$ cat config.mk
export PLATFORM = sky130hd
export DESIGN_NAME = btn_conditioner
export DESIGN_NICKNAME = d
export VERILOG_FILES = /design/src/rtl/btn_pkg.sv /design/src/rtl/btn_debounce_ch.sv /design/src/rtl/btn_conditioner.sv
export SDC_FILE = /design/constraint.sdc
export NUM_CORES = 1
export LEC_CHECK = 0
export BUFFER_PORTS_ARGS = -buffer_cell sky130_fd_sc_hd__buf_2
export CAP_MARGIN = 20
export CORE_UTILIZATION = 57
export CTS_CLUSTER_SIZE = 14
export DETAILED_ROUTE_END_ITERATION = 8
export GPL_ROUTABILITY_DRIVEN = 0
export PLACE_DENSITY = 0.73
export SLEW_MARGIN = 20
export SYNTH_ARGS = -nofsm -noshare
export SYNTH_HDL_FRONTEND = slang
export SYNTH_SLANG_ARGS = --single-unit
$ cat constraint.sdc
create_clock -name clk -period 5.05 [get_ports clk]
set_clock_uncertainty 0.15 [all_clocks]
set_input_delay 0.2525 -clock clk [delete_from_list [all_inputs] [get_ports clk]]
set_output_delay 0.2525 -clock clk [all_outputs]
set_load 0.05 [all_outputs]
$ cat src/rtl/btn_pkg.sv
// Shared definitions for the pushbutton conditioner: button indices, channel
// count, debounce FSM state encoding and a width helper.
package btn_pkg;

  localparam int NUM_BTN = 5;

  localparam int BTN_C = 0;
  localparam int BTN_L = 1;
  localparam int BTN_U = 2;
  localparam int BTN_R = 3;
  localparam int BTN_D = 4;

  localparam logic [1:0] ST_LOW       = 2'd0;
  localparam logic [1:0] ST_RISE_WAIT = 2'd1;
  localparam logic [1:0] ST_HIGH      = 2'd2;
  localparam logic [1:0] ST_FALL_WAIT = 2'd3;

  function automatic int unsigned max3(input int unsigned a,
                                       input int unsigned b,
                                       input int unsigned c);
    int unsigned m;
    m = (a > b) ? a : b;
    return (m > c) ? m : c;
  endfunction

endpackage

$ cat src/rtl/btn_debounce_ch.sv
// One pushbutton channel: 2-flop synchronizer, debounce FSM with stable-cycle
// counter and press pulse. Auto-repeat exists only when BTN_AUTOREPEAT_EN is defined.
module btn_debounce_ch
  import btn_pkg::*;
#(
  parameter int unsigned DEBOUNCE_CYCLES = 1000000,
  parameter int unsigned REPEAT_DELAY    = 50000000,
  parameter int unsigned REPEAT_PERIOD   = 10000000
) (
  input  logic clk,
  input  logic rst,
  input  logic raw,
  output logic level,
  output logic pulse
);

  localparam int unsigned CNT_W = $clog2(max3(DEBOUNCE_CYCLES, REPEAT_DELAY, REPEAT_PERIOD)) + 1;
  localparam logic [CNT_W-1:0] DB_LIMIT = CNT_W'(DEBOUNCE_CYCLES);

  logic [1:0]       sync_q;
  logic             sync;
  logic [1:0]       state_q, state_d;
  logic [CNT_W-1:0] cnt_q, cnt_d;
  logic             press;
  logic             pulse_d;

  // NOTE: the synchronizer flops take the async reset too, so a button held
  // through reset is seen as a fresh rising edge once reset releases.
  always_ff @(posedge clk or posedge rst) begin
    if (rst) sync_q <= '0;
    else     sync_q <= {sync_q[0], raw};
  end

  assign sync = sync_q[1];

  // NOTE: next-state and counter get defaults first so no path leaves them
  // unassigned, which would otherwise infer latches.
  always_comb begin
    state_d = state_q;
    cnt_d   = cnt_q;
    unique case (state_q)
      ST_LOW: begin
        if (sync) begin
          state_d = ST_RISE_WAIT;
          cnt_d   = CNT_W'(1);
        end
      end
      ST_RISE_WAIT: begin
        if (!sync) begin
          state_d = ST_LOW;
          cnt_d   = '0;
        end else if (cnt_q == DB_LIMIT) begin
          state_d = ST_HIGH;
          cnt_d   = '0;
        end else begin
          cnt_d = cnt_q + CNT_W'(1);
        end
      end
      ST_HIGH: begin
        if (!sync) begin
          state_d = ST_FALL_WAIT;
          cnt_d   = CNT_W'(1);
        end
      end
      ST_FALL_WAIT: begin
        if (sync) begin
          state_d = ST_HIGH;
          cnt_d   = '0;
        end else if (cnt_q == DB_LIMIT) begin
          state_d = ST_LOW;
          cnt_d   = '0;
        end else begin
          cnt_d = cnt_q + CNT_W'(1);
        end
      end
      default: begin
        state_d = ST_LOW;
        cnt_d   = '0;
      end
    endcase
  end

  assign press = (state_q == ST_RISE_WAIT) && (state_d == ST_HIGH);

`ifdef BTN_AUTOREPEAT_EN
  localparam logic [CNT_W-1:0] RD_LAST = CNT_W'(REPEAT_DELAY - 1);
  localparam logic [CNT_W-1:0] RP_LAST = CNT_W'(REPEAT_PERIOD - 1);

  logic [CNT_W-1:0] rep_cnt_q;
  logic             rep_first_q;
  logic             rep_run;
  logic             rep_due;

  // The schedule only advances while settled in HIGH; FALL_WAIT freezes it.
  assign rep_run = (state_q == ST_HIGH) && sync;
  assign rep_due = rep_run && (rep_cnt_q == (rep_first_q ? RD_LAST : RP_LAST));

  always_ff @(posedge clk or posedge rst) begin
    if (rst) begin
      rep_cnt_q   <= '0;
      rep_first_q <= 1'b1;
    end else if (press) begin
      rep_cnt_q   <= '0;
      rep_first_q <= 1'b1;
    end else if (rep_due) begin
      rep_cnt_q   <= '0;
      rep_first_q <= 1'b0;
    end else if (rep_run) begin
      rep_cnt_q   <= rep_cnt_q + CNT_W'(1);
    end
  end

  assign pulse_d = press || rep_due;
`else
  assign pulse_d = press;
`endif

  // Outputs are registered from the next state so they move on the same edge as the FSM.
  always_ff @(posedge clk or posedge rst) begin
    if (rst) begin
      state_q <= ST_LOW;
      cnt_q   <= '0;
      level   <= 1'b0;
      pulse   <= 1'b0;
    end else begin
      state_q <= state_d;
      cnt_q   <= cnt_d;
      level   <= (state_d == ST_HIGH) || (state_d == ST_FALL_WAIT);
      pulse   <= pulse_d;
    end
  end

endmodule

$ cat src/rtl/btn_conditioner.sv
// Five independent debounced pushbutton channels (index order c, l, u, r, d).
// Define BTN_AUTOREPEAT_EN to add held-button auto-repeat pulses.
module btn_conditioner
  import btn_pkg::*;
#(
  parameter int unsigned DEBOUNCE_CYCLES = 1000000,
  parameter int unsigned REPEAT_DELAY    = 50000000,
  parameter int unsigned REPEAT_PERIOD   = 10000000
) (
  input  logic               clk,
  input  logic               rst,
  input  logic [NUM_BTN-1:0] btn_raw,
  output logic [NUM_BTN-1:0] btn_level,
  output logic [NUM_BTN-1:0] btn_pulse
);

  for (genvar i = 0; i < NUM_BTN; i++) begin : g_ch
    btn_debounce_ch #(
      .DEBOUNCE_CYCLES(DEBOUNCE_CYCLES),
      .REPEAT_DELAY   (REPEAT_DELAY),
      .REPEAT_PERIOD  (REPEAT_PERIOD)
    ) u_ch (
      .clk  (clk),
      .rst  (rst),
      .raw  (btn_raw[i]),
      .level(btn_level[i]),
      .pulse(btn_pulse[i])
    );
  end

endmodule

==> metrics.txt <==
cts bufs inserted=17; leading post-synthesis cells by cell area=sky130_fd_sc_hd__dfrtp_1, sky130_fd_sc_hd__xnor2_1, sky130_fd_sc_hd__nor2_1; post-CTS resize count=0; Syn Nets=approximately 960; vertical die dimension=126 um; detailed-route vias per instance=6.02; fraction of synthesized cell area taken by the top area cell type=0.472; critical path capture point type=flop; Setup-failing EPs final=0; layout cells sized above 1=0.0798; most frequent cell after synthesis=sky130_fd_sc_hd__dfrtp_1; transition time at the pin with the least slew margin=1.15 ns; global-route congestion overflow total=0; post-DP HPWL=around 11000 um; gate count after technology mapping=938; wire length per cell after detailed routing=between 15 and 20 um; DRC Markers=0; Filler Cell Count=between 1000 and 1500; share of the clock period used by the worst path after layout=0.572; Rel. slew slack=0.235; DIE AREA=15800 sq um; pin count of the biggest net entering global routing=78; aggregate routed wire length=17400 um; library cells used by synthesis=58; Highest Clock Rate=346 MHz; clock network power share=0.434; fraction of registers with async set/reset=1.00; run status=finished, final reports clean; global-route wire length before repair=roughly 30000 um; accumulated negative setup slack=0 ns; leakage power figure=3.83 nW; class of the tightest hold or removal check=reg2reg; Die X-Extent=roughly 130 um; number of nets in the final layout=945; Critical Path AT=3.04 ns; All-Layer GR Usage=0.234; logic gate share of total power=0.056; cell chosen for the clock root=sky130_fd_sc_hd__clkbuf_16; depth of the most critical reg-to-reg path=5; Post-synth top cells=sky130_fd_sc_hd__dfrtp_1, sky130_fd_sc_hd__nor2_1, sky130_fd_sc_hd__nand2_1; Most used DFF post-synth=sky130_fd_sc_hd__dfrtp_1; post-detailed-route count of antenna-violating nets=0; length of the first detailed-routing pass in iterations=4; # rows=44; initial antenna violation count=0; sequential fraction of design power=0.511; synthesized area per cell=9.32 sq um; unrepaired setup endpoints after global routing=false; Worst Hold Depth=0; switching fraction of total power=0.252; number of clock sinks seen by CTS=165; initial core utilization=0.592; Bufs on Longest Clock Path=2; CTS tree=built; number of storage elements in the synthesis netlist=roughly 170; clock slew at the register clock pins of the worst setup and hold paths=approximately 0.07 ns; MaxCap Viol Count=0; cell-internal power=2.03 mW; register-to-register path setup slack=2.16 ns; violation count after the first detailed-route iteration=446; critical setup path kind=reg2reg; Final Hold Slack=0.198 ns; number of pins exceeding their max-slew limit in the final report=0; sequential cell area=roughly 4100 sq um; layout overhead on the synthesized area=7.79%; worst vdd ir=0.254 mV; required time at the endpoint of the critical path=5.20 ns; biggest area consumer among synthesized cells=sky130_fd_sc_hd__dfrtp_1; portion of the post-synthesis area used by sequential elements=0.472; number of enable-type register cells in the synthesized netlist=0; number of warnings reported in the yosys synthesis log=0; clock latency at the later pin of the worst-skew pair=roughly 0.42 ns; number of antenna repair diodes=0; time the worst path needs with I/O delays and setup=2.89 ns; area of the core region=between 10000 and 15000 sq um; number of H-tree levels=4; area taken by multi-input logic gates=4240 sq um; number of global-route vias before repair=6066; power density over the cells=288 nW/um^2; switching power total=684 uW; Startpoint Class=flop; final number of hold-violating endpoints=0; total via count in the routed design=6765; I/O pin count=17; largest driver fanout on the critical path=39; Mapped Area=8740 sq um; number of port buffers=16
==> path summary, 6_finish.rpt <==
path | to | from
setup reg to reg | g_ch[4].u_ch.cnt_q[13] | g_ch[4].u_ch.cnt_q[5]
hold reg to reg | g_ch[1].u_ch.sync_q[1] | g_ch[1].u_ch.sync_q[0]
min in group asynchronous | g_ch[2].u_ch.cnt_q[4] | rst
hold / removal | g_ch[1].u_ch.sync_q[1] | g_ch[1].u_ch.sync_q[0]
setup / recovery | g_ch[4].u_ch.cnt_q[13] | g_ch[4].u_ch.cnt_q[5]
max in group asynchronous | g_ch[0].u_ch.cnt_q[20] | rst
==> metrics by stage <==
step | utilization | instance area (sq um) | total power [mW] | std cells | worst slack (ns)
5_1_grt | 0.638 | 9420 | 2.83 | 1124 | 2.01
3_5_place_dp | 0.598 | 8830 | 1.56 | 1087 | 2.21
6_report | 0.638 | 9420 | 2.72 | 1124 | 2.16
2_1_floorplan | - | 8740 | 1.52 | 938 | 0.186
3_3_place_gp | 0.598 | 8830 | 1.56 | 1087 | 2.26
4_1_cts | 0.638 | 9420 | 2.75 | 1124 | 2.19
==> cells by family after synthesis <==
group	count (synthesis)	share of synthesized area
flip-flops	165	0.472
buffers and inverters	83	0.0431
XOR/XNOR	68	0.0681
multiplexers	21	0.0255
AND/OR/NAND/NOR	441	0.268
adder cells (fa/ha/maj)	10	0.0143
AO/OA/AOI/OAI	150	0.109
==> per-layer routing <==
layer,vias to the layer above,routed length (um),GRT usage
li1,3361,-,-
met1,3238,8540,0.338
met2,147,7970,0.362
met3,19,686,0.0442
met4,0,189,0.0652
met5,-,0,0
==> placed cells by master (no fill, tap or decap), types with 11 or more instances in the layout <==
master,synthesis,routed
sky130_fd_sc_hd__and4_1,22,22
sky130_fd_sc_hd__nor3_1,30,30
sky130_fd_sc_hd__inv_1,26,25
sky130_fd_sc_hd__xnor2_1,53,53
sky130_fd_sc_hd__mux2i_1,11,11
sky130_fd_sc_hd__and3_1,22,22
sky130_fd_sc_hd__o21ai_0,30,30
sky130_fd_sc_hd__nand3_1,51,51
sky130_fd_sc_hd__nand4_1,29,29
sky130_fd_sc_hd__clkbuf_16,0,17
sky130_fd_sc_hd__nor4_1,35,35
sky130_fd_sc_hd__dfrtp_1,165,165
sky130_fd_sc_hd__a31oi_1,41,41
sky130_fd_sc_hd__a21oi_1,33,32
sky130_fd_sc_hd__nor2_1,100,99
sky130_fd_sc_hd__xor2_1,15,15
sky130_fd_sc_hd__nand2_1,88,88
sky130_fd_sc_hd__buf_2,1,16
==> critical path, cell delays in order, from the launching register on <==
cell,delay (ns)
sky130_fd_sc_hd__dfrtp_1,0.47
sky130_fd_sc_hd__or4b_1,0.56
sky130_fd_sc_hd__or3_1,0.34
sky130_fd_sc_hd__o211a_1,0.67
sky130_fd_sc_hd__nor2_2,0.43
sky130_fd_sc_hd__o22ai_1,0.14
==> cell type report <==
cell class | count | area share
timing repair buffer | 28 | 0.0197
tap | 184 | 0.0244
sequential | 165 | 0.438
clock buffer | 18 | 0.0456
inverter | 26 | 0.0109
multi-input combinational | 690 | 0.450
clock inverter | 13 | 0.0110
==> power by group through the flow <==
stage / combinational (mW) / sequential [mW] / clock (mW)
after floorplan: 0.129 / 1.39 / 0
after global placement: 0.149 / 1.41 / 0
after detailed placement: 0.152 / 1.41 / 0
after CTS: 0.155 / 1.39 / 1.21
after global routing: 0.177 / 1.39 / 1.26
final: 0.151 / 1.39 / 1.18
==> flip-flops by register name, summed over array words and instances (netlist names) <==
signal             cells
g_ch.u_ch.cnt_q      135
g_ch.u_ch.level        5
g_ch.u_ch.sync_q      10
g_ch.u_ch.state_q     10
g_ch.u_ch.pulse        5
==> timing repair <==
action / CTS / global route
endpoints found under the hold margin: 80 / 0
setup buffers: 0 / 0
hold buffers: 6 / 0
No activity file was read; power rests on OpenSTA's default activity.
